File: src/rtl/pipe_rca_addsub_pkg.sv
// Shared constants and the per-stage pipeline record for the segmented ripple adder.
package pipe_rca_addsub_pkg;

    localparam int DEF_WIDTH = 16;
    localparam int DEF_SEG   = 4;
    // Record fields are sized for the widest supported adder; narrower builds use the low bits.
    localparam int MAX_W     = 64;

    typedef struct packed {
        logic             valid;
        logic [MAX_W-1:0] sum;
        logic             carry;
        logic             c_msb;
        logic [MAX_W-1:0] a_rem;
        logic [MAX_W-1:0] b_rem;
    } stage_t;

endpackage

File: src/rtl/rca_seg.sv
// SEG-bit combinational ripple-carry adder; also exposes the carry into its top bit.
module rca_seg
    import pipe_rca_addsub_pkg::*;
#(
    parameter int SEG = DEF_SEG
) (
    input  logic [SEG-1:0] a,
    input  logic [SEG-1:0] b,
    input  logic           cin,
    output logic [SEG-1:0] s,
    output logic           cout,
    output logic           c_msb
);

    logic [SEG:0] c;

    always_comb begin
        c    = '0;
        s    = '0;
        c[0] = cin;
        for (int i = 0; i < SEG; i++) begin
            s[i]   = a[i] ^ b[i] ^ c[i];
            c[i+1] = (a[i] & b[i]) | (c[i] & (a[i] ^ b[i]));
        end
    end

    assign cout  = c[SEG];
    assign c_msb = c[SEG-1];

endmodule

File: src/rtl/pipe_rca_addsub.sv
// Pipelined add/subtract: one SEG-bit ripple segment per stage, operands travel skewed with the partial sum.
module pipe_rca_addsub
    import pipe_rca_addsub_pkg::*;
#(
    parameter int WIDTH = DEF_WIDTH,
    parameter int SEG   = DEF_SEG
) (
    input  logic             clk,
    input  logic             rst,
    input  logic             in_valid,
    output logic             in_ready,
    input  logic [WIDTH-1:0] A,
    input  logic [WIDTH-1:0] B,
    input  logic             Cin,
    input  logic             Sub,
    output logic             out_valid,
    input  logic             out_ready,
    output logic [WIDTH-1:0] Sum,
    output logic             Cout,
    output logic             Ovf
);

    localparam int STAGES = WIDTH / SEG;

    if ((WIDTH % SEG) != 0 || WIDTH > MAX_W || SEG < 1) begin : g_bad_cfg
        $error("pipe_rca_addsub: WIDTH must be a multiple of SEG and at most MAX_W");
    end

    stage_t           st_q [STAGES];
    stage_t           st_d [STAGES];
    stage_t           nxt  [STAGES];
    stage_t           src0;
    logic [WIDTH-1:0] b_eff;
    logic             stall;

    assign stall    = st_q[STAGES-1].valid && !out_ready;
    assign in_ready = !stall;

    // Subtract is A + ~B + 1: invert B up front and force the first carry in.
    always_comb begin
        b_eff                = Sub ? ~B : B;
        src0                 = '0;
        src0.valid           = in_valid;
        src0.carry           = Sub | Cin;
        src0.a_rem[WIDTH-1:0] = A;
        src0.b_rem[WIDTH-1:0] = b_eff;
    end

    for (genvar k = 0; k < STAGES; k++) begin : g_stage
        stage_t         src;
        stage_t         nx;
        logic [SEG-1:0] s;
        logic           co;
        logic           cm;

        if (k == 0) begin : g_first
            assign src = src0;
        end else begin : g_rest
            assign src = st_q[k-1];
        end

        rca_seg #(.SEG(SEG)) u_seg (
            .a    (src.a_rem[k*SEG +: SEG]),
            .b    (src.b_rem[k*SEG +: SEG]),
            .cin  (src.carry),
            .s    (s),
            .cout (co),
            .c_msb(cm)
        );

        always_comb begin
            nx                   = src;
            nx.sum[k*SEG +: SEG] = s;
            nx.carry             = co;
            nx.c_msb             = cm;
        end

        assign nxt[k] = nx;
    end

    always_comb begin
        for (int k = 0; k < STAGES; k++) begin
            st_d[k] = stall ? st_q[k] : nxt[k];
        end
        // No transfer: stage 0 only drops its valid, leaving the last accepted operands untouched.
        if (!stall && !in_valid) begin
            st_d[0]       = st_q[0];
            st_d[0].valid = 1'b0;
        end
    end

    always_ff @(posedge clk or posedge rst) begin
        if (rst) begin
            for (int k = 0; k < STAGES; k++) begin
                st_q[k] <= '0;
            end
        end else begin
            st_q <= st_d;
        end
    end

    assign out_valid = st_q[STAGES-1].valid;
    assign Sum       = st_q[STAGES-1].sum[WIDTH-1:0];
    assign Cout      = st_q[STAGES-1].carry;
    assign Ovf       = st_q[STAGES-1].carry ^ st_q[STAGES-1].c_msb;

endmodule
File: config.mk
export PLATFORM = sky130hd
export DESIGN_NAME = pipe_rca_addsub
export DESIGN_NICKNAME = d
export VERILOG_FILES = /design/src/rtl/pipe_rca_addsub_pkg.sv /design/src/rtl/rca_seg.sv /design/src/rtl/pipe_rca_addsub.sv
export SDC_FILE = /design/constraint.sdc
export NUM_CORES = 1
export LEC_CHECK = 0
export BUFFER_PORTS_ARGS = -buffer_cell sky130_fd_sc_hd__buf_2
export CORE_MARGIN = 5
export CORE_UTILIZATION = 57
export DETAILED_ROUTE_END_ITERATION = 10
export HOLD_SLACK_MARGIN = 0.05
export PLACE_DENSITY = 0.79
export RECOVER_POWER = 50
export SETUP_SLACK_MARGIN = 0.2
export SLEW_MARGIN = 30
export SYNTH_ARGS = -nofsm -noshare
export SYNTH_HDL_FRONTEND = slang
export SYNTH_HIERARCHICAL = 1
export SYNTH_SLANG_ARGS = --single-unit
File: constraint.sdc
create_clock -name clk -period 4.05 [get_ports clk]
set_input_delay 0.6075 -clock clk [delete_from_list [all_inputs] [get_ports clk]]
set_output_delay 0.6075 -clock clk [all_outputs]
set_load 0.05 [all_outputs]
After elaboration in Yosys (flattened, before gate mapping)

Index checks and enable logic that the tools add are counted.

Register bits after elaboration: 146
Bits of input ports: 38
Output and inout bits: 20
Word-level logic and storage cells: 115

Equality and inequality tests: 1
Muxes and demuxes: 3
Bitwise logic cells: 85
Reduce and logical (&&, ||, !) cells: 6

Operator list:

| operator                                      | number |
|---|---|
| 2-to-1 mux 195 bit                            | 2 |
| XOR 1 bit                                     | 33 |
| AND 1 bit                                     | 32 |
| OR 1 bit                                      | 17 |
| 2-to-1 mux 16 bit                             | 1 |
| NOT 16 bit                                    | 1 |
| logical NOT 1 bit                             | 3 |
| logical AND 1 bit                             | 2 |
| != test 2 x 1 -> 1 bit, second input constant | 1 |
| NOT 1 bit                                     | 2 |
| AND reduction 2 bit                           | 1 |

Depth between registers and ports, before layout

Depth in word-level cells: 13
Depth in mapped cells: 10
Mapped depth without buffers: 8

Modules after synthesis

Netlist, hierarchy kept.

By module, submodules not included:

| module          | instances | cells an instance | area each (um2) | sequential area each (um2) |
|---|---|---|---|---|
| pipe_rca_addsub | 1         | 398               | 3971.3          | 2427.3 |
| rca_seg         | 4         | 12                | 110.1           | 0.0 |

Least setup slack after synthesis

No wires, ideal clock.

Kind: input port to flip-flop
Start: input Sub
End: register st_q (netlist bit g_stage[1].nx[133])
Library setup time: 0.125 ns
Arrival time: 2.938 ns
Required time: 3.925 ns
Slack: 0.987 ns
Cell stages on the path: 10
Buffers on the path: 2
Cell sequence: buf_2 buf_2 xor2_1 fa_1 inv_1 fa_1 fa_1 inv_1 fa_1 mux2_4

Longest elaborated chain between the ends: 9
Elaborated cells on any way between the ends: 16
Classes of those cells: mux: 1; bitwise: 15

Ends and longest elaborated chain:

| what                 | line                  | RTL |
|---|---|---|
| start, declared      | pipe_rca_addsub.sv:15 | `input logic Sub,` |
| 2-to-1 mux 16 bit *  | pipe_rca_addsub.sv:41 | `b_eff = Sub ? ~B : B;` |
| via b_eff[0]         | pipe_rca_addsub.sv:33 | `logic [WIDTH-1:0] b_eff;` |
| XOR 1 bit            | rca_seg.sv:23         | `c[i+1] = (a[i] & b[i]) \| (c[i] & (a[i] ^ b[i]));` |
| AND 1 bit            | rca_seg.sv:23         |  |
| OR 1 bit *           | rca_seg.sv:23         |  |
| AND 1 bit *          | rca_seg.sv:23         |  |
| OR 1 bit *           | rca_seg.sv:23         |  |
| AND 1 bit *          | rca_seg.sv:23         |  |
| OR 1 bit *           | rca_seg.sv:23         |  |
| via g_stage[0].cm    | pipe_rca_addsub.sv:54 | `logic cm;` |
| XOR 1 bit *          | rca_seg.sv:22         | `s[i] = a[i] ^ b[i] ^ c[i];` |
| via g_stage[0].s[3]  | pipe_rca_addsub.sv:52 | `logic [SEG-1:0] s;` |
| end signal, assigned | pipe_rca_addsub.sv:98 | `st_q <= st_d;` |
| end, declared        | pipe_rca_addsub.sv:29 | `stage_t st_q [STAGES];` |

The timed path passes the listed nets; every way through them passes the cells marked *.
A chain may end at the register's enable or synchronous reset.

Worst setup path in the final report

Start: register st_q (netlist bit out_valid)
End: register st_q (netlist bit g_stage[3].nx[136])

Longest elaborated chain between the ends: 1

Ends and longest elaborated chain:

| what              | line                  | RTL |
|---|---|---|
| logical AND 1 bit | pipe_rca_addsub.sv:36 | `assign stall = st_q[STAGES-1].valid && !out_ready;` |

No other way between the ends.

==> reports/metrics.yaml <==
grt:
  overflow: 0
  grt_max_degree: 78
  first_global_vias: 2839
  antenna_found_initial: 0
  globalRouteTotalUtil: 0.166
  grt_pass1_wl_mm: 12.9
power_and_ir_drop:
  power.leakage_nw: 2.58
  p_per_area_mw_per_mm2: 806
  p_total_mw: 3.90
  ir_worst_vdd_v: 0.000341
cells_and_area:
  fill_cells: 656
  nNetsFinal: 533
  antennaDiodeCount: 0
  syn_to_final_growth_pct: 9.59
  layout-drive-gt1-share: 0.194
  fin_util: 0.632
worst_setup_path:
  cp_common_cell: "nand2_1"
  path_buf_inv: 1
  slowest_delay_ns: 1.92
  crit_path_start_kind: "flip-flop"
  crit_family: "buffers and inverters"
  worstSetupEndpointType: "flip-flop"
  path_class: "reg -> reg"
  required_ns: 4.35
  path_cells: "nor2b_1 > clkbuf_1 > nand2_1 > nand2_1"
  crit_slowest_cell: "clkbuf_1"
  worstPathMaxFanout: 67
  cp-startpoint: "out_valid"
  crit_arrival_ns: 3.20
  regToRegStartpoint: "out_valid"
floorplanning:
  fp.dieH_um: 98.0
  die_width_um: 98.0
  rows: 32
  initial_utilization: 0.577
  die-area_mm2: 0.00960
  core_area_mm2: 0.00765
  num_io_pins: 58
yosys:
  synth_seq_cells: 97
  netlist_area_mm2: 0.00441
  syn_avg_cell_area_um2: 9.89
  yosys.area_share.simple: 0.175
  synth_top_family_by_area: "simple AND/OR/NAND/NOR gates"
  ys_warn_count: 6
  synth-compound-area-share: 0.0289
  synth_cell_types: 19
  synthAdderAreaFrac: 0.0726
  syn_inst: 446
  synth.net_count: 500
  ys_seq_area_frac: 0.550
  yosys.area_share.xor_xnor: 0.0337
  synth_mux_area_frac: 0.0570
sta:
  setup_ws_ns: 1.15
  worst_hold_slack_ns: 0.351
  period_share: 0.717
  final-hold-violation-count: 0
  setup_viol: 0
  rsz0062_at_grt: "false"
  maxSlewViolCount: 68
  min_period_ns: 2.90
  tns_ns: 0
  maxSlewHeadroom: -0.779
  fmax_ghz: 0.345
  tightest_slew_ns: 2.67
  fin_skew_ns: 0.00771
cts:
  h-tree-depth: 3
  clock_path_buffers: 2
  cts_tree: "done"
  clock_sinks: 97
  cts_hold_buffers: 0
  clk_pin_slew_worst_paths_ns: 0.09
  cts_buffers: 9
  cts_setup_buffers: 0
  insertion_delay_ns: 0.36
  cts_resized: 0
  cts-root-buf: "clkbuf_8"
place:
  place_congestion: 0.787
  hpwlAfterDp_mm: 4.86
  port_buffers: 57
  preCtsSetupSlack_ns: 0.915
status:
  outcome: "finished with violations"
  violations: "max-capacitance violations, max-slew violations"
drt:
  num_vias: 2791
  dr.pass1.iters: 5
  initialDrtViolationCount: 154
  wirelength_mm: 7.18
  avgRoutedWirePerCell_um: 12.2
  drc: 0
  final_antenna_net_count: 0
  drt-vias-per-instance: 4.76
worst_hold_path:
  hold_path_class: "in -> async"
flow_run:
  cap_violations: 1
## per-stage QoR
stage	cell area [µm²]	std cells
detailed placement	4620	570
global route	4830	586
CTS	4850	586
finish	4830	586
floorplan	4410	446
global placement	4620	570
## synth_stat cells
cell      number  area [µm²]
nand2_1      198         743
dfrtp_1       97        2430
inv_1         33         124
a21oi_1       24         120
buf_4         17         128
fa_1          16         320
mux2_4        16         240
xnor2_1       12         105
clkbuf_1      11        41.3
buf_2          7        35.0
xor2_1         5        43.8
buf_6          3        33.8
a21o_1         1        7.51
and2_4         1        8.76
inv_2          1        3.75
mux2_2         1        11.3
nand2b_1       1        6.26
nor2b_1        1        6.26
or2_2          1        6.26
## registers in the layout (all words and copies together) (netlist names)
signal	count
st_q	1
Cout	1
g_stage.src	3
g_stage.nx	75
Sum	16
out_valid	1
## routing by layer
layer / vias up / part of all wire / wire length [µm] / GRT usage
li1: 1388 / - / - / -
met1: 1328 / 0.46 / 3270 / 0.226
met4: 0 / 0.022 / 159 / 0.0735
met3: 12 / 0.050 / 357 / 0.0321
met5: - / 0 / 0 / 0
met2: 63 / 0.47 / 3390 / 0.260
## layout by cell type (no fill, tap or decap)
cell / n
or2_2: 1
mux2_4: 16
buf_2: 56
a21oi_1: 24
dfrtp_1: 97
inv_6: 1
nand2_1: 198
clkinv_4: 1
fa_1: 16
buf_4: 1
clkbuf_1: 3
inv_2: 1
clkbuf_8: 10
bufinv_16: 2
nand2b_1: 1
and2_4: 1
xor2_1: 5
mux2_2: 1
inv_1: 32
xnor2_1: 12
a21o_1: 1
nor2b_1: 1
clkinvlp_4: 3
## cells by family (layout without fill, tap and decap cells)
family | Yosys count | count (layout)
AO/OA/AOI/OAI | 25 | 25
XOR/XNOR | 17 | 17
adder cells (fa/ha/maj) | 16 | 16
buffers and inverters | 72 | 110
flip-flops | 97 | 97
multiplexers | 17 | 17
AND/OR/NAND/NOR | 202 | 202
## report_power, final
part	internal (mW)	leakage (nW)	switching (mW)	total [mW]
clock	0.365	0.105	0.333	0.698
sequential	1.41	1.15	0.241	1.65
combinational	0.541	1.33	1.01	1.55
total	2.31	2.58	1.59	3.90
## area by class of cell
class | instances | area (µm²) | area share
inverter | 34 | 133 | 0.0274
tap | 102 | 128 | 0.0264
sequential | 97 | 2430 | 0.502
multi-input combinational | 277 | 1620 | 0.335
clock inverter | 6 | 91.3 | 0.0189
timing repair buffer | 60 | 299 | 0.0619
clock buffer | 10 | 138 | 0.0285
## path summary, 6_finish.rpt
path	depth (start not counted)	end	slack, ns
max	4	g_stage[3].nx[136]	1.15
min	2	Sum[3]	0.35
max reg2reg	4	g_stage[3].nx[136]	1.15
min reg2reg	2	Sum[7]	0.46
max in group asynchronous	3	g_stage[2].nx[74]	2.26
min in group clk	2	Sum[7]	0.46
## worst reg2reg max path, delay by kind of cell (launching register included)
kind          cells  cell delay [ns]
buf+inv           1             1.92
flops             1             0.35
simple gates      3             0.56
Note: power is estimated with default switching activity, not from simulation.
